### src/rtl/wm_pkg.sv
// Shared types, program tables and BCD/segment helpers for the washing-machine sequencer.
package wm_pkg;

  typedef enum logic [2:0] {
    ST_OFF,
    ST_IDLE,
    ST_RUN,
    ST_PAUSE,
    ST_DONE
  } wm_state_e;

  localparam int PH_N   = 5;
  localparam int MODE_N = 4;

  // Indexed by wash_led bit: [4] soak, [3] wash, [2] rinse, [1] drain, [0] spin.
  localparam logic [5:0] PH_DUR [PH_N-1:0] = '{6'd15, 6'd9, 6'd6, 6'd3, 6'd3};

  localparam logic [PH_N-1:0] MODE_MASK [MODE_N] = '{5'b11111, 5'b01101, 5'b01111, 5'b00001};

  // Active-low segments, bit7 = a .. bit1 = g, bit0 = dp.
  localparam logic [7:0] SEG_LUT [10] = '{
    8'b0000_0011, 8'b1001_1111, 8'b0010_0101, 8'b0000_1101, 8'b1001_1001,
    8'b0100_1001, 8'b0100_0001, 8'b0001_1111, 8'b0000_0001, 8'b0000_1001
  };

  function automatic logic [7:0] mask_total(input logic [PH_N-1:0] mask);
    logic [7:0] sum;
    sum = '0;
    for (int i = 0; i < PH_N; i++) begin
      if (mask[i]) sum = sum + 8'(PH_DUR[i]);
    end
    return sum;
  endfunction

  function automatic logic [3:0] bcd_tens(input logic [7:0] v);
    logic [3:0] t;
    if      (v >= 8'd60) t = 4'd6;
    else if (v >= 8'd50) t = 4'd5;
    else if (v >= 8'd40) t = 4'd4;
    else if (v >= 8'd30) t = 4'd3;
    else if (v >= 8'd20) t = 4'd2;
    else if (v >= 8'd10) t = 4'd1;
    else                 t = 4'd0;
    return t;
  endfunction

  function automatic logic [3:0] bcd_units(input logic [7:0] v);
    logic [7:0] u;
    u = v - (8'(bcd_tens(v)) * 8'd10);
    return u[3:0];
  endfunction

endpackage

### src/rtl/wm_seg_scan.sv
// Four-digit multiplexed 7-segment driver: total tens/units then remaining tens/units.
module wm_seg_scan
  import wm_pkg::*;
#(
  parameter int SCAN_CYCLES = 12_500,
  parameter int TIME_W      = 6
) (
  input  logic              clk,
  input  logic              rst,
  input  logic              i_blank,
  input  logic [TIME_W-1:0] i_total,
  input  logic [TIME_W-1:0] i_rem,
  output logic [3:0]        o_an,
  output logic [7:0]        o_ag
);

  localparam int SCAN_W = $clog2(SCAN_CYCLES + 1);
  localparam logic [SCAN_W-1:0] SCAN_LAST = SCAN_W'(SCAN_CYCLES - 1);

  logic [SCAN_W-1:0] r_scan_cnt;
  logic [1:0]        r_digit;
  logic [7:0]        w_val;
  logic [3:0]        w_bcd;

  // Scan keeps running while blanked so the digit order never restarts mid-frame.
  always_ff @(posedge clk or posedge rst) begin
    if (rst) begin
      r_scan_cnt <= '0;
      r_digit    <= 2'd0;
    end else if (r_scan_cnt == SCAN_LAST) begin
      r_scan_cnt <= '0;
      r_digit    <= r_digit + 2'd1;
    end else begin
      r_scan_cnt <= r_scan_cnt + 1'b1;
    end
  end

  always_comb begin
    w_val = r_digit[1] ? 8'(i_rem) : 8'(i_total);
    w_bcd = r_digit[0] ? bcd_units(w_val) : bcd_tens(w_val);
    if (i_blank) begin
      o_an = 4'b1111;
      o_ag = 8'hFF;
    end else begin
      o_an = ~(4'b1000 >> r_digit);
      o_ag = SEG_LUT[w_bcd];
    end
  end

endmodule

### src/rtl/wash_ctrl_gen2.sv
// Washing-machine sequencer: power/pause/mode control, phase-masked programs, 1 s tick, auto power-off.
// Optional door interlock enabled by defining WM_DOOR_LOCK_EN.
module wash_ctrl_gen2
  import wm_pkg::*;
#(
  parameter int TICK_CYCLES = 50_000_000,
  parameter int SCAN_CYCLES = 12_500,
  parameter int NUM_PHASES  = 5,
  parameter int NUM_MODES   = 4,
  parameter int TIME_W      = 6,
  parameter int SHUTDOWN_S  = 20
) (
  input  logic                  clk,
  input  logic                  rst,
  input  logic                  power_pulse,
  input  logic                  pause_pulse,
  input  logic                  mode_pulse,
`ifdef WM_DOOR_LOCK_EN
  input  logic                  door_closed,
  output logic                  door_lock,
`endif
  output logic                  power_led,
  output logic                  pause_led,
  output logic                  auto_led,
  output logic [NUM_PHASES-1:0] wash_led,
  output logic                  done,
  output logic [3:0]            an,
  output logic [7:0]            ag
);

  localparam int TICK_W = $clog2(TICK_CYCLES + 1);
  localparam int SHUT_W = $clog2(SHUTDOWN_S + 1);
  localparam int MODE_W = (NUM_MODES > 1) ? $clog2(NUM_MODES) : 1;
  localparam logic [TICK_W-1:0] TICK_LAST = TICK_W'(TICK_CYCLES - 1);
  localparam logic [TICK_W-1:0] TICK_HALF = TICK_W'(TICK_CYCLES / 2);
  localparam logic [SHUT_W-1:0] SHUT_LAST = SHUT_W'(SHUTDOWN_S - 1);

  wm_state_e          r_state, w_state_nx;
  logic [MODE_W-1:0]  r_mode, w_mode_nx, w_mode_inc;
  logic [TIME_W-1:0]  r_rem, w_rem_nx;
  logic [TIME_W-1:0]  r_total, w_total_nx;
  logic [TICK_W-1:0]  r_tick_cnt, w_tick_nx;
  logic [SHUT_W-1:0]  r_shut_cnt, w_shut_nx;
  logic               r_done, w_done_nx;
  logic [TIME_W-1:0]  w_full, w_mode_tot;
  logic               w_tick, w_start_ok, w_door_open, w_powered;
  logic [PH_N-1:0]    w_mask, w_wash;

`ifdef WM_DOOR_LOCK_EN
  assign w_start_ok  = door_closed;
  assign w_door_open = ~door_closed;
  assign door_lock   = (r_state == ST_RUN);
`else
  assign w_start_ok  = 1'b1;
  assign w_door_open = 1'b0;
`endif

  assign w_tick     = (r_tick_cnt == TICK_LAST);
  assign w_full     = TIME_W'(mask_total(MODE_MASK[0]));
  assign w_mode_inc = (r_mode == MODE_W'(NUM_MODES - 1)) ? '0 : r_mode + 1'b1;
  assign w_mode_tot = TIME_W'(mask_total(MODE_MASK[w_mode_inc]));
  assign w_mask     = MODE_MASK[r_mode];

  always_ff @(posedge clk or posedge rst) begin
    if (rst) begin
      r_state    <= ST_OFF;
      r_mode     <= '0;
      r_rem      <= TIME_W'(36);
      r_total    <= TIME_W'(36);
      r_tick_cnt <= '0;
      r_shut_cnt <= '0;
      r_done     <= 1'b0;
    end else begin
      r_state    <= w_state_nx;
      r_mode     <= w_mode_nx;
      r_rem      <= w_rem_nx;
      r_total    <= w_total_nx;
      r_tick_cnt <= w_tick_nx;
      r_shut_cnt <= w_shut_nx;
      r_done     <= w_done_nx;
    end
  end

  always_comb begin
    w_state_nx = r_state;
    w_mode_nx  = r_mode;
    w_rem_nx   = r_rem;
    w_total_nx = r_total;
    w_tick_nx  = r_tick_cnt;
    w_shut_nx  = r_shut_cnt;
    w_done_nx  = 1'b0;
    if (power_pulse) begin
      w_state_nx = (r_state == ST_OFF) ? ST_IDLE : ST_OFF;
      w_mode_nx  = '0;
      w_tick_nx  = '0;
      w_rem_nx   = w_full;
      w_total_nx = w_full;
    end else begin
      unique case (r_state)
        ST_OFF: ;
        ST_IDLE: begin
          if (pause_pulse) begin
            if (w_start_ok) begin
              w_state_nx = ST_RUN;
              w_tick_nx  = '0;
            end
          end else if (mode_pulse) begin
            w_mode_nx  = w_mode_inc;
            w_rem_nx   = w_mode_tot;
            w_total_nx = w_mode_tot;
          end
        end
        ST_RUN: begin
          if (pause_pulse || w_door_open) begin
            w_state_nx = ST_PAUSE;
          end else if (w_tick) begin
            w_tick_nx = '0;
            if (r_rem == TIME_W'(1)) begin
              w_rem_nx   = '0;
              w_state_nx = ST_DONE;
              w_done_nx  = 1'b1;
              w_shut_nx  = '0;
            end else begin
              w_rem_nx = r_rem - 1'b1;
            end
          end else begin
            w_tick_nx = r_tick_cnt + 1'b1;
          end
        end
        ST_PAUSE: begin
          if (pause_pulse && w_start_ok) w_state_nx = ST_RUN;
        end
        ST_DONE: begin
          if (pause_pulse || mode_pulse) begin
            w_state_nx = ST_IDLE;
            w_mode_nx  = '0;
            w_rem_nx   = w_full;
            w_total_nx = w_full;
          end else if (w_tick) begin
            w_tick_nx = '0;
            if (r_shut_cnt == SHUT_LAST) begin
              w_state_nx = ST_OFF;
              w_mode_nx  = '0;
              w_rem_nx   = w_full;
              w_total_nx = w_full;
            end else begin
              w_shut_nx = r_shut_cnt + 1'b1;
            end
          end else begin
            w_tick_nx = r_tick_cnt + 1'b1;
          end
        end
        default: w_state_nx = ST_OFF;
      endcase
    end
  end

  // Walk phases soak->spin; the first one whose cumulative end lies beyond elapsed time is current.
  always_comb begin
    logic [7:0] cum;
    logic [7:0] elapsed;
    logic       found;
    cum     = '0;
    found   = 1'b0;
    w_wash  = '0;
    elapsed = 8'(r_total) - 8'(r_rem);
    for (int i = PH_N - 1; i >= 0; i--) begin
      if (w_mask[i]) begin
        cum = cum + 8'(PH_DUR[i]);
        if (cum > elapsed) begin
          if (!found) begin
            w_wash[i] = (r_state != ST_RUN) || (r_tick_cnt < TICK_HALF);
            found     = 1'b1;
          end else begin
            w_wash[i] = 1'b1;
          end
        end
      end
    end
    if (!(r_state inside {ST_IDLE, ST_RUN, ST_PAUSE})) w_wash = '0;
  end

  assign w_powered = (r_state != ST_OFF);
  assign power_led = w_powered;
  assign pause_led = w_powered && (r_state != ST_RUN);
  assign auto_led  = (r_state == ST_IDLE) && (r_mode == '0);
  assign wash_led  = NUM_PHASES'(w_wash);
  assign done      = r_done;

  wm_seg_scan #(
    .SCAN_CYCLES (SCAN_CYCLES),
    .TIME_W      (TIME_W)
  ) u_seg_scan (
    .clk     (clk),
    .rst     (rst),
    .i_blank (!w_powered),
    .i_total (r_total),
    .i_rem   (r_rem),
    .o_an    (an),
    .o_ag    (ag)
  );

endmodule

### config.mk
export PLATFORM = sky130hd
export DESIGN_NAME = wash_ctrl_gen2
export DESIGN_NICKNAME = d
export VERILOG_FILES = /design/src/rtl/wm_pkg.sv /design/src/rtl/wm_seg_scan.sv /design/src/rtl/wash_ctrl_gen2.sv
export SDC_FILE = /design/constraint.sdc
export NUM_CORES = 1
export LEC_CHECK = 0
export ABC_AREA = 1
export CORE_ASPECT_RATIO = 1.2
export CORE_MARGIN = 2
export CORE_UTILIZATION = 45
export CTS_CLUSTER_DIAMETER = 100
export DETAILED_ROUTE_END_ITERATION = 8
export GPL_ROUTABILITY_DRIVEN = 0
export GPL_TIMING_DRIVEN = 0
export MAX_ROUTING_LAYER = met4
export SYNTH_ARGS = -nofsm -noshare
export SYNTH_HDL_FRONTEND = slang
export SYNTH_SLANG_ARGS = --single-unit
### constraint.sdc
create_clock -name clk -period 3.45 [get_ports clk]
set_input_delay 0.345 -clock clk [delete_from_list [all_inputs] [get_ports clk]]
set_output_delay 0.345 -clock clk [all_outputs]
set_load 0.01 [all_outputs]
======== Word level (Yosys, flattened, before mapping) ========
Memories as Yosys holds them, arrays and structs flattened.
Index checks and enable logic that the tools add are counted.
cells by class
  add/subtract/negate cells ............... 16
  multiply operators ...................... 1
  order comparisons ....................... 15
  equal/unequal tests ..................... 28
  shifts and indexed selects .............. 1
  muxes and demuxes ....................... 99
  bitwise operators ....................... 5
  reduce and logical (&&, ||, !) cells .... 17
operators with widths
  operator                                                                        count
  26-bit 2-to-1 mux                                                               5
  6-bit 2-to-1 mux                                                                15
  26-bit case mux with 3 select lines                                             1
  5-bit 2-to-1 mux                                                                11
  8-bit 2-to-1 mux                                                                6
  8-bit > comparator                                                              4
  4-bit 2-to-1 mux                                                                8
  1-bit 2-to-1 mux                                                                29
  26-bit by 1-bit adder with 26-bit output, second input constant                 1
  26-bit equality test, second input constant                                     1
  26-bit by 25-bit less-than comparator with 1-bit output, second input constant  1
  3-bit 2-to-1 mux                                                                8
  5-bit binary-select mux with 2-bit select                                       2
  6-bit greater-or-equal comparator, second input constant                        3
  3-bit inequality test, second input constant                                    6
  6-bit case mux with 3 select lines                                              1
  8-bit by 2-bit adder with 8-bit output, second input constant                   2
  2-bit 2-to-1 mux                                                                8
  4-bit inequality test, second input constant                                    4
  14-bit by 1-bit adder with 14-bit output, second input constant                 1
  14-bit equality test, second input constant                                     1
  14-bit 2-to-1 mux                                                               1
  2-bit inequality test, second input constant                                    7
  6-bit by 4-bit adder with 6-bit output, second input constant                   2
  45 further kinds                                                                54
storage, ports and cells
  flip-flop bits (word level) ............. 65
  bits in read-only memories .............. 128
  bits of input ports ..................... 5
  output and inout bits ................... 21
  logic and storage cells ................. 192
  memories ................................ 1
memories
  memory           depth  bits a word  read ports  clocked after Yosys merged registers in  wr ports  RTL line           RTL
  (no name shown)  16     8            1           0                                        0         wm_seg_scan.sv:46  o_ag = SEG_LUT[w_bcd];

======== Depth between registers and ports, before layout ========
Gate-level depths: netlist of the first run.
  depth after elaboration ................. 19
  depth in mapped cells ................... 19
  gate-level depth less buffers ........... 18

======== Modules after synthesis ========
From an unflattened synthesis of the first run, not the netlist that was laid out.
unflattened totals
  cells, all modules ...................... 812
  area, all modules ....................... 5738.0 sq um
modules (own cells, without submodules)
  module          instances  cells an instance  area each (sq um)  seq. area each (sq um)
  wash_ctrl_gen2  1          619                4316.6             1206.2
  wm_seg_scan     1          193                1421.4             400.4

======== Worst setup path before layout of the first run ========
OpenSTA, ideal clock, no wires.
  path type ............................... reg-to-output
  start ................................... register u_seg_scan.r_digit[1]
  end ..................................... output ag[1]
  arrival ................................. 2.519 ns
  slack ................................... 0.586 ns
  cell stages (with the launch flop) ...... 18
  path buffers ............................ 1
  path through ............................ dfrtp_1 buf_4 inv_2 nand2_1 o21ai_2 nand2_1 nor3_1 nor2_1 nand2_1 nand2_1 nand2_1 ha_1 fa_1 o21ai_2 inv_2 or2_1 nand2_1 o21ai_1
between the ends
  longest elaborated chain between the ends .. 16
ends and longest elaborated chain
  element                                                       RTL line              RTL
  start, declared                                               wm_seg_scan.sv:21     logic [1:0] r_digit;
  start signal, assigned                                        wm_seg_scan.sv:32     r_digit <= r_digit + 2'd1;
  6-bit 2-to-1 mux (*)                                          wm_seg_scan.sv:39     w_val = r_digit[1] ? 8'(i_rem) : 8'(i_total);
  6-bit by 4-bit greater-or-equal comparator with 1-bit output  wm_pkg.sv:42          else if (v >= 8'd10) t = 4'd1;
  1-bit 2-to-1 mux                                              wm_pkg.sv:42
  4-bit 2-to-1 mux                                              wm_pkg.sv:41          else if (v >= 8'd20) t = 4'd2;
  4-bit 2-to-1 mux                                              wm_pkg.sv:40          else if (v >= 8'd30) t = 4'd3;
  4-bit 2-to-1 mux                                              wm_pkg.sv:39          else if (v >= 8'd40) t = 4'd4;
  4-bit 2-to-1 mux                                              wm_pkg.sv:38          else if (v >= 8'd50) t = 4'd5;
  4-bit 2-to-1 mux                                              wm_pkg.sv:37          if (v >= 8'd60) t = 4'd6;
  4-bit by 3-bit multiplier with 3-bit output                   wm_pkg.sv:49          u = v - (8'(bcd_tens(v)) * 8'd10);
  4-bit subtractor                                              wm_pkg.sv:49
  4-bit 2-to-1 mux (*)                                          wm_seg_scan.sv:40     w_bcd = r_digit[0] ? bcd_units(w_val) : bcd_tens(w_val);
  4-bit inverter with 5-bit output (implied by the code) (*)    wm_seg_scan.sv:46
  memory read 16 x 8 bit (*)                                    n/a
  8-bit 2-to-1 mux (implied by the code) (*) (2 in a row)       wm_seg_scan.sv:46
  8-bit 2-to-1 mux (*)                                          wm_seg_scan.sv:41     if (i_blank) begin
  end, declared                                                 wash_ctrl_gen2.sv:28  output logic [7:0] ag
Mark *: on every way between the ends. The rest lies on a longest branch, timed or not. The select of a mux whose other input is x is not followed.

======== Worst setup path in the final report of the first run ========
  start ................................... register r_rem[2]
  end ..................................... output ag[2]
between the ends
  longest elaborated chain between the ends .. 16
ends and longest elaborated chain
  element                                                       RTL line              RTL
  start, declared                                               wash_ctrl_gen2.sv:40  logic [TIME_W-1:0] r_rem, w_rem_nx;
  start signal, assigned                                        wash_ctrl_gen2.sv:76  r_rem <= w_rem_nx;
  6-bit 2-to-1 mux (*)                                          wm_seg_scan.sv:39
  6-bit by 4-bit greater-or-equal comparator with 1-bit output  wm_pkg.sv:42
  1-bit 2-to-1 mux                                              wm_pkg.sv:42
  4-bit 2-to-1 mux                                              wm_pkg.sv:41
  4-bit 2-to-1 mux                                              wm_pkg.sv:40
  4-bit 2-to-1 mux                                              wm_pkg.sv:39
  4-bit 2-to-1 mux                                              wm_pkg.sv:38
  4-bit 2-to-1 mux                                              wm_pkg.sv:37
  4-bit by 3-bit multiplier with 3-bit output                   wm_pkg.sv:49
  4-bit subtractor                                              wm_pkg.sv:49
  4-bit 2-to-1 mux (*)                                          wm_seg_scan.sv:40
  4-bit inverter with 5-bit output (implied by the code) (*)    wm_seg_scan.sv:46
  memory read 16 x 8 bit (*)                                    n/a
  8-bit 2-to-1 mux (implied by the code) (*) (2 in a row)       wm_seg_scan.sv:46
  8-bit 2-to-1 mux (*)                                          wm_seg_scan.sv:41
Marked as above.

==> metrics.yaml, run 1 <==
placed_area_mm2: 0.00600
intPower_mw: 2.99
synth_top_area_share: 0.270
grt.overflow.total: 0
drt-pass1-iter-count: 7
yosys_warnings: 0
p_seq_frac: 0.161
diodes: 0
hold_viol_final: 0
synth_area_leaders: "dfrtp_1 (27%), nand2_1 (12%), ha_1 (11%), inv_1 (7.6%), nand3_1 (6.4%)"
area_growth_pct: 20.6
maxCapViolCount: 0
cts_sinks: 64
grt_use_total: 0.223
p_leak_nw: 3.21
cp_data_arrival_time_ns: 3.04
cts_tree: "built"
core-area_mm2: 0.0121
yosys_most_used_dff: "dfrtp_1"
synthDistinctLibCells: 53
antenna_found_initial: 0
outcome: "completed"
path_common_cell: "o21ai_4"
crit_fanout: 3
drt.antenna.violating_nets: 0
rsz0062_at_grt: "true"
crit_type: "reg -> out"
dpl.hpwl_um: 10600
final_area_mm2: 0.00670
drive_gt1_frac: 0.171
cts_root_buf: "clkbuf_16"
ys_seq_area_frac: 0.289
finClkSkew_ns: 0.00433
grt_pass1_vias: 5100
pwr-share-clk: 0.160
port_buffers: 23
rows: 44
drc: 0
worst_slew_pin_slew_ns: 0.615
grt_pass1_wl_um: 23500
avgSynthCellArea_um2: 6.98
switchingPower_mw: 2.83
totalNegativeSetupSlack_ns: 0
cpPeakStageDelay_ns: 0.55
vdd_ir_drop_max_mv: 0.528
slew_violations: 0
end_kind: "output pin"
routed_wl_um: 14000
max_freq_mhz: 296
die_y_um: 126
syn-cell-area_mm2: 0.00555
slew_headroom: 0.590
clock_latency_ns: 0.33
syn-num-nets: 852
yosysTopAreaCell: "dfrtp_1"
netSwitchingFraction: 0.486
power_mw: 5.82
synthCells: 795
die_area_mm2: 0.0132
combPwrFrac: 0.679
vias_per_cell: 5.27
cts_buffer_depth: 2
fin_cells: 1009
layout_min_cycle_time_ns: 3.38
synth_enable_flop_cells: 0
cts_made_buffers: 9
hold_path.class: "in -> async"
vias: 5318
power.density_mw_per_mm2: 869
setup_viol: 0
start_kind: "register"
cpMaxStageDelayCell: "dfstp_2"
r2r_setup_slack_ns: 1.17
fin_crit_sh: 0.980
fin_nets: 901
clk_pin_slew_worst_paths_ns: 0.05
grt_max_degree: 37
fillCellCount: 1138
synth-seq-cells: 64
placed_cells: 980
io_pins: 26
drt_iter0_drc: 311
crit_chain: "inv_4 -> o21ai_4 -> inv_1 -> nand3_1 -> nand4_1 -> nand2_1 -> ha_2 -> fa_2 -> o21ai_4 -> inv_2 -> or2_1 -> nand2_2 -> o21ai_1 -> buf_2"
worstPathRequired_ns: 3.11
die_w_um: 105
initial_utilization: 0.461
async_flop_share: 1.00
htreeDepth: 3
routedWlPerCell_um: 13.9
## sequential cells by signal, summed over array words and instances, names as in the netlist
name	cells
done	1
r_tick_cnt	26
u_seg_scan.r_digit	2
r_shut_cnt	5
u_seg_scan.r_scan_cnt	14
r_rem	6
r_total	5
r_mode	2
r_state	3
## layer usage
layer	wire [um]	share of wire	GRT usage	up-vias
met1	6580	0.47	0.287	2489
met4	321	0.023	0.0714	0
li1	-	-	-	2718
met5	0	0	-	-
met2	6770	0.48	0.363	83
met3	356	0.025	0.0316	28
## critical path, delay by kind of cell (launching register included)
| kind | cells | cell delay (ns) |
|---|---|---|
| flops | 1 | 0.55 |
| simple gates | 5 | 0.68 |
| fa+ha+maj | 2 | 0.63 |
| buf+inv | 4 | 0.39 |
| compound gates | 3 | 0.45 |
## cell families after synthesis
group / synth area share
xor gates and xnor gates: 0.0363
other: 0.000675
and+or+nand+nor: 0.345
adders and majority gates: 0.120
buffers and inverters: 0.0980
AOI/OAI and AO/OA: 0.111
DFF: 0.289
## repair_timing
action | 4_1_cts | 5_1_grt
buffers inserted | 9 | 5
gates resized for setup | 61 | 54
pin swaps | 12 | 20
hold buffers | 0 | 0
setup endpoints to repair | 12 | 11
cloned | 0 | 0
## worst paths after layout
check                                    startpoint                  endpoint  cells past startpoint
min reg2reg                u_seg_scan.r_scan_cnt[0]  u_seg_scan.r_scan_cnt[0]                      1
max in group asynchronous                       rst                  r_rem[0]                      3
max reg2reg                           r_tick_cnt[0]            r_tick_cnt[10]                     12
min in group clk           u_seg_scan.r_scan_cnt[0]  u_seg_scan.r_scan_cnt[0]                      1
min                                             rst                      done                      2
max                                        r_rem[2]                     ag[2]                     14
## cell type report
class / count / area, um^2 / area share
clock buffers: 11 / 253 / 0.0377
well taps: 161 / 201 / 0.0301
flip-flops and latches: 64 / 1610 / 0.240
repair buffers: 38 / 314 / 0.0469
plain buffers: 13 / 97.6 / 0.0146
clock inverters: 4 / 53.8 / 0.00803
multi-input cells: 597 / 3700 / 0.553
inverters: 121 / 467 / 0.0697
## power by group through the flow
stage               combinational, mW  clock (mW)  sequential (mW)
finish                           3.95       0.931            0.938
floorplan                        2.42           0            0.916
global placement                 3.27           0            0.942
CTS                              3.49       0.950            0.926
global route                     4.42       0.991            0.950
detailed placement               3.35           0            0.946
## cells in the final DEF (no fill, tap or decap), types with 5 or more instances in the layout
| master | n |
|---|---|
| buf_2 | 9 |
| clkbuf_16 | 9 |
| nand3_1 | 64 |
| nor4_1 | 7 |
| dfrtp_1 | 58 |
| nor3_1 | 31 |
| nand3_2 | 6 |
| o21ai_0 | 19 |
| nand4_1 | 16 |
| nor3b_1 | 7 |
| inv_1 | 100 |
| nand2_1 | 167 |
| clkdlybuf4s50_1 | 12 |
| a21oi_1 | 25 |
| o21ai_1 | 25 |
| inv_2 | 18 |
| o31ai_1 | 5 |
| ha_4 | 8 |
| nand2_2 | 12 |
| buf_4 | 17 |
| xor2_1 | 14 |
| xnor2_1 | 6 |
| nor2_1 | 74 |
| ha_1 | 40 |
| a211oi_1 | 5 |
## synthesized netlist by cell type (2+ instances only)
cell type	n
xnor2_1	8
or2_2	3
nor3b_1	8
nor4_1	8
clkbuf_1	2
a211oi_1	5
nand2_4	3
buf_6	3
o21a_1	2
inv_2	9
xor2_1	15
nand4_1	16
or2_1	4
a21o_1	2
inv_1	112
buf_4	4
a31oi_1	4
dfrtp_1	60
nand2_2	3
nor3_2	3
ha_1	50
o21ai_0	21
o21ai_2	2
nand2_1	177
or2_0	2
o31ai_1	5
nor2_4	2
nor3_1	32
buf_2	3
dfstp_2	4
o221ai_1	2
fa_1	2
nand3_1	71
nor2_2	3
o21ai_1	28
nor2_1	75
a21oi_1	26
## metrics by stage
stage | util | hold slack [ns] | setup slack, ns
floorplan | - | 0.425 | 0.586
detailed placement | 0.498 | 0.460 | -0.306
CTS | 0.537 | 0.430 | -0.0160
global route | 0.555 | 0.482 | -0.108
global placement | 0.496 | 0.444 | -0.260
finish | 0.555 | 0.408 | 0.0694
No activity file was read; power rests on OpenSTA's default activity.
==> inputs of run 2 (changes only) <==
Settings changed: RECOVER_POWER set to 100, REMOVE_ABC_BUFFERS set to 1.
==> metrics.yaml, run 2 (synthesis gave the netlist of run 1 again) <==
outcome: "finished, violations left"
violations: "negative setup slack"
slew_violations: 0
fillCellCount: 1108
holdPathEnd: "u_seg_scan.r_scan_cnt[0]"
routed_wl_um: 14500
fin_ws_ns: -0.0117
worstPathRequired_ns: 3.11
timing.rr.end: "r_tick_cnt[24]"
final_area_mm2: 0.00679
crit_type: "reg -> out"
power_mw: 6.08
rows: 44
clk_pin_slew_worst_paths_ns: 0.06
cts_root_buf: "clkbuf_16"
reg2regPathDepth: 12
finClkSkew_ns: 0.00527
grt_use_total: 0.225
routedWlPerCell_um: 14.2
layout_min_cycle_time_ns: 3.46
cts_buffer_depth: 2
hold_viol_final: 0
cts_tree: "built"
start_kind: "register"
cts_made_buffers: 9
vias: 5395
placed_area_mm2: 0.00592
power.density_mw_per_mm2: 896
final_cell_mix: "nand2_1 (167), inv_1 (103), nor2_1 (76)"
drt_iter0_drc: 303
vdd_ir_drop_max_mv: 0.553
cts_sinks: 64
drive_gt1_frac: 0.171
hold_path.class: "reg -> reg"
fin_crit_sh: 1.00
drt.antenna.violating_nets: 0
die_area_mm2: 0.0132
io_pins: 26
grt_pass1_vias: 5197
grt.overflow.total: 0
die_y_um: 126
grt_pass1_wl_um: 23900
crit_fanout: 6
antenna_found_initial: 0
fin_nets: 910
holdCritStartpoint: "u_seg_scan.r_scan_cnt[0]"
slew_headroom: 0.321
end_kind: "output pin"
drt-pass1-iter-count: 5
grt_max_degree: 38
top_register: "r_tick_cnt"
clock_latency_ns: 0.33
die_w_um: 105
port_buffers: 24
rsz0062_at_grt: "true"
diodes: 0
htreeDepth: 3
area_growth_pct: 22.3
largest_register_ffs: 26
maxCapViolCount: 0
totalNegativeSetupSlack_ns: -0.0155
vias_per_cell: 5.29
core-area_mm2: 0.0121
drc: 0
p_leak_nw: 3.22
r2r_setup_slack_ns: 0.58
dpl.hpwl_um: 10400
reg_top3: "r_tick_cnt (26), u_seg_scan.r_scan_cnt (14), r_rem (6)"
worst_slew_pin_slew_ns: 1.02
initial_utilization: 0.461
cts_hold_buf: 0
cp_data_arrival_time_ns: 3.12
mostFrequentLayoutCell: "nand2_1"
hold-path-cell-count: 1
max_freq_mhz: 289
r2r_start: "r_state[1]"
setup_viol: 2
==> run 2: cell count changes in the layout (fill, tap and decap cells not counted), moves of 4 or more <==
cell / delta
ha_1: -4
clkdlybuf4s50_1: -8
buf_4: +16
o21ai_1: -10
o21ai_0: +10
ha_4: +5
buf_2: -5
dlygate4sd3_1: +9
inv_2: -5
==> run 2: worst max-delay path, cell delays in order, from the launching register on <==
cell and delay (ns):
dfrtp_2 0.45, buf_12 0.15, buf_4 0.13, nand2_1 0.11, o21ai_4 0.09, buf_4 0.15
nand3_1 0.09, nand4_1 0.16, nand2_2 0.13, ha_4 0.13, fa_2 0.45, o21ai_4 0.17
inv_2 0.06, or2_1 0.21, nand2_1 0.08, o21ai_1 0.07, buf_2 0.16
==> run 2: how the worst max path moves through the flow <==
stage          cells after the start                  start     endpoint
2_1_floorplan                     15  u_seg_scan.r_digit[1]        ag[1]
6_report                          16  u_seg_scan.r_digit[1]        ag[1]
3_5_place_dp                      17  u_seg_scan.r_digit[1]        ag[3]
4_1_cts                           16  u_seg_scan.r_digit[1]        ag[7]
3_3_place_gp                      14              r_mode[0]  wash_led[0]
5_1_grt                           16  u_seg_scan.r_digit[1]        ag[1]
==> run 2: final cells by class <==
cell class | count | area (um^2) | area share
Clock inverter | 6 | 92.6 | 0.0136
Tap cell | 161 | 201 | 0.0297
Sequential cell | 64 | 1610 | 0.237
Clock buffer | 10 | 229 | 0.0337
Multi-Input combinational cell | 597 | 3700 | 0.544
Timing Repair Buffer | 60 | 488 | 0.0719
Inverter | 121 | 472 | 0.0695
==> run 2: through the flow <==
step	cells	hold slack (ns)	util	worst slack [ns]
after floorplan	782	0.425	-	0.602
after global placement	967	0.447	0.490	-0.180
after detailed placement	968	0.448	0.491	-0.252
after CTS	997	0.418	0.536	-0.0568
after global routing	1019	0.487	0.563	-0.144
final	1019	0.456	0.563	-0.0117
==> run 2: power breakdown <==
group          internal [mW]  switching, mW
logic                   1.70           2.46
registers              0.846         0.0901
clock network          0.636          0.343
total                   3.19           2.90
==> run 2: metal layers <==
metal | track usage | up-vias | wire (um)
met5 | - | - | 0
met1 | 0.275 | 2549 | 6320
met4 | 0.0643 | 0 | 229
met2 | 0.389 | 86 | 7510
li1 | - | 2740 | -
met3 | 0.0290 | 20 | 407
==> run 2: what timing repair did <==
| item | in CTS | in global routing |
|---|---|---|
| resized for setup | 59 | 57 |
| pin swaps | 7 | 32 |
| setup buffers | 13 | 22 |
| endpoints found under the setup margin | 12 | 11 |
==> inputs of run 3 (changes only) <==
Settings changed: CAP_MARGIN set to 0.
Clock period 3.45 ns to 4.4 ns, I/O delays scaled along.
==> metrics.yaml, run 3 (synthesis gave the netlist of run 1 again) <==
outcome: "finished, violations left"
violations: "max-capacitance violations, max-slew violations"
fin_nets: 875
cpMaxStageDelayCell: "dlygate4sd3_1"
worst_slew_pin_slew_ns: 2.01
grt_pass1_wl_um: 23400
grt_use_total: 0.221
diodes: 0
cp_data_arrival_time_ns: 3.71
reg2regPathDepth: 11
intPower_mw: 2.10
vias: 5209
drive_gt1_frac: 0.0535
p_seq_frac: 0.179
routedWlPerCell_um: 13.7
hold_path.class: "reg -> reg"
final_area_mm2: 0.00617
fin_ws_ns: 0.249
post-route-util: 0.512
area_growth_pct: 11.2
holdPathEnd: "u_seg_scan.r_scan_cnt[0]"
die_w_um: 105
power.density_mw_per_mm2: 659
pre_cts_slack_ns: 0.603
cts_root_buf: "clkbuf_16"
die_area_mm2: 0.0132
layout_min_cycle_time_ns: 4.15
slew_headroom: -0.343
fin_crit_sh: 0.943
htreeDepth: 3
netSwitchingFraction: 0.483
totalNegativeSetupSlack_ns: 0
antenna_found_initial: 0
pwr-share-clk: 0.189
end_kind: "output pin"
cpPeakStageDelay_ns: 0.62
placed_cells: 968
clock_latency_ns: 0.33
r2r_start: "r_state[1]"
vias_per_cell: 5.29
r2r_setup_slack_ns: 0.88
start_kind: "register"
cts_tree: "built"
switchingPower_mw: 1.97
largest_register_ffs: 26
drt.antenna.violating_nets: 0
grt.overflow.total: 0
hold_viol_final: 0
rsz0062_at_grt: "false"
setup_viol: 0
combPwrFrac: 0.632
power_mw: 4.07
whs_ns: 0.451
finClkSkew_ns: 0.00497
slew_violations: 38
core-area_mm2: 0.0121
worstPathRequired_ns: 3.96
port_buffers: 24
clk_pin_slew_worst_paths_ns: 0.06
max_freq_mhz: 241
fin_cells: 984
reg_top3: "r_tick_cnt (26), u_seg_scan.r_scan_cnt (14), r_rem (6)"
cts_sinks: 64
drt-pass1-iter-count: 8
drt_iter0_drc: 360
routed_wl_um: 13500
rows: 44
final_cell_mix: "nand2_1 (178), inv_1 (113), nor2_1 (77)"
io_pins: 26
top_register: "r_tick_cnt"
p_leak_nw: 3.00
hold-path-cell-count: 1
initial_utilization: 0.461
placed_area_mm2: 0.00592
crit_chain: "inv_1 -> fa_1 -> inv_1 -> nand3_1 -> nand2_1 -> nand2_1 -> nand2_1 -> inv_1 -> ha_1 -> nand3_1 -> nor4_1 -> nor3b_1 -> nand3_1 -> a21oi_1 -> dlygate4sd3_1"
holdCritStartpoint: "u_seg_scan.r_scan_cnt[0]"
maxCapViolCount: 1
grt_pass1_vias: 5067
vdd_ir_drop_max_mv: 0.306
crit_fanout: 9
dpl.hpwl_um: 10400
grt_max_degree: 38
cts_buffer_depth: 2
cts_hold_buf: 0
die_y_um: 126
timing.rr.end: "r_tick_cnt[10]"
drc: 0
cts_made_buffers: 9
mostFrequentLayoutCell: "nand2_1"
crit_type: "reg -> out"
run 3: changes by cell type in the layout (fill, tap and decap cells not counted), moves of 6 or more:
cell,change
buf_4,-33
ha_1,+14
ha_4,-13
nand2_1,+11
inv_1,+10
nand2_2,-9
dlygate4sd3_1,+6
run 3: final cells by class:
| class | instances | area, um^2 |
|---|---|---|
| clock inverter | 6 | 92.6 |
| inverter | 121 | 454 |
| sequential | 64 | 1610 |
| timing repair buffer | 25 | 244 |
| tap | 161 | 201 |
| fill | 1172 | 5880 |
| multi-input combinational | 597 | 3350 |
| clock buffer | 10 | 229 |
run 3: worst max-delay path, delay by kind of cell (launching register included):
kind | cells | cell delay [ns]
and+or+nand+nor | 8 | 0.92
adders and majority gates | 2 | 0.80
DFF | 1 | 0.53
buffers and inverters | 4 | 0.98
AOI/OAI and AO/OA | 1 | 0.13
run 3: power by group through the flow:
stage          logic (mW)  registers [mW]  clock network [mW]
2_1_floorplan        1.86           0.718                   0
4_1_cts              2.61           0.730               0.785
5_1_grt              2.94           0.737               0.808
3_5_place_dp         2.59           0.739                   0
6_report             2.57           0.729               0.768
3_3_place_gp         2.52           0.737                   0
run 3: worst max-delay path by stage:
stage	cells after the start	startpoint	to	slack [ns]
floorplan	15	u_seg_scan.r_digit[1]	ag[1]	1.46
global placement	14	r_mode[0]	wash_led[0]	0.67
detailed placement	17	u_seg_scan.r_digit[1]	ag[3]	0.60
CTS	19	u_seg_scan.r_digit[1]	ag[3]	0.23
global route	19	u_seg_scan.r_digit[1]	ag[3]	0.002
finish	15	r_mode[0]	wash_led[2]	0.25
run 3: per-layer routing:
metal / wire length [um] / up-vias / track usage
met4: 240 / 0 / 0.0667
met2: 6770 / 94 / 0.377
met3: 427 / 20 / 0.0290
li1: - / 2655 / -
met5: 0 / - / -
met1: 6040 / 2440 / 0.272
run 3: timing repair:
action	CTS	global route
setup buffers	0	0
endpoints found under the setup margin	0	6
gates resized for setup	0	1
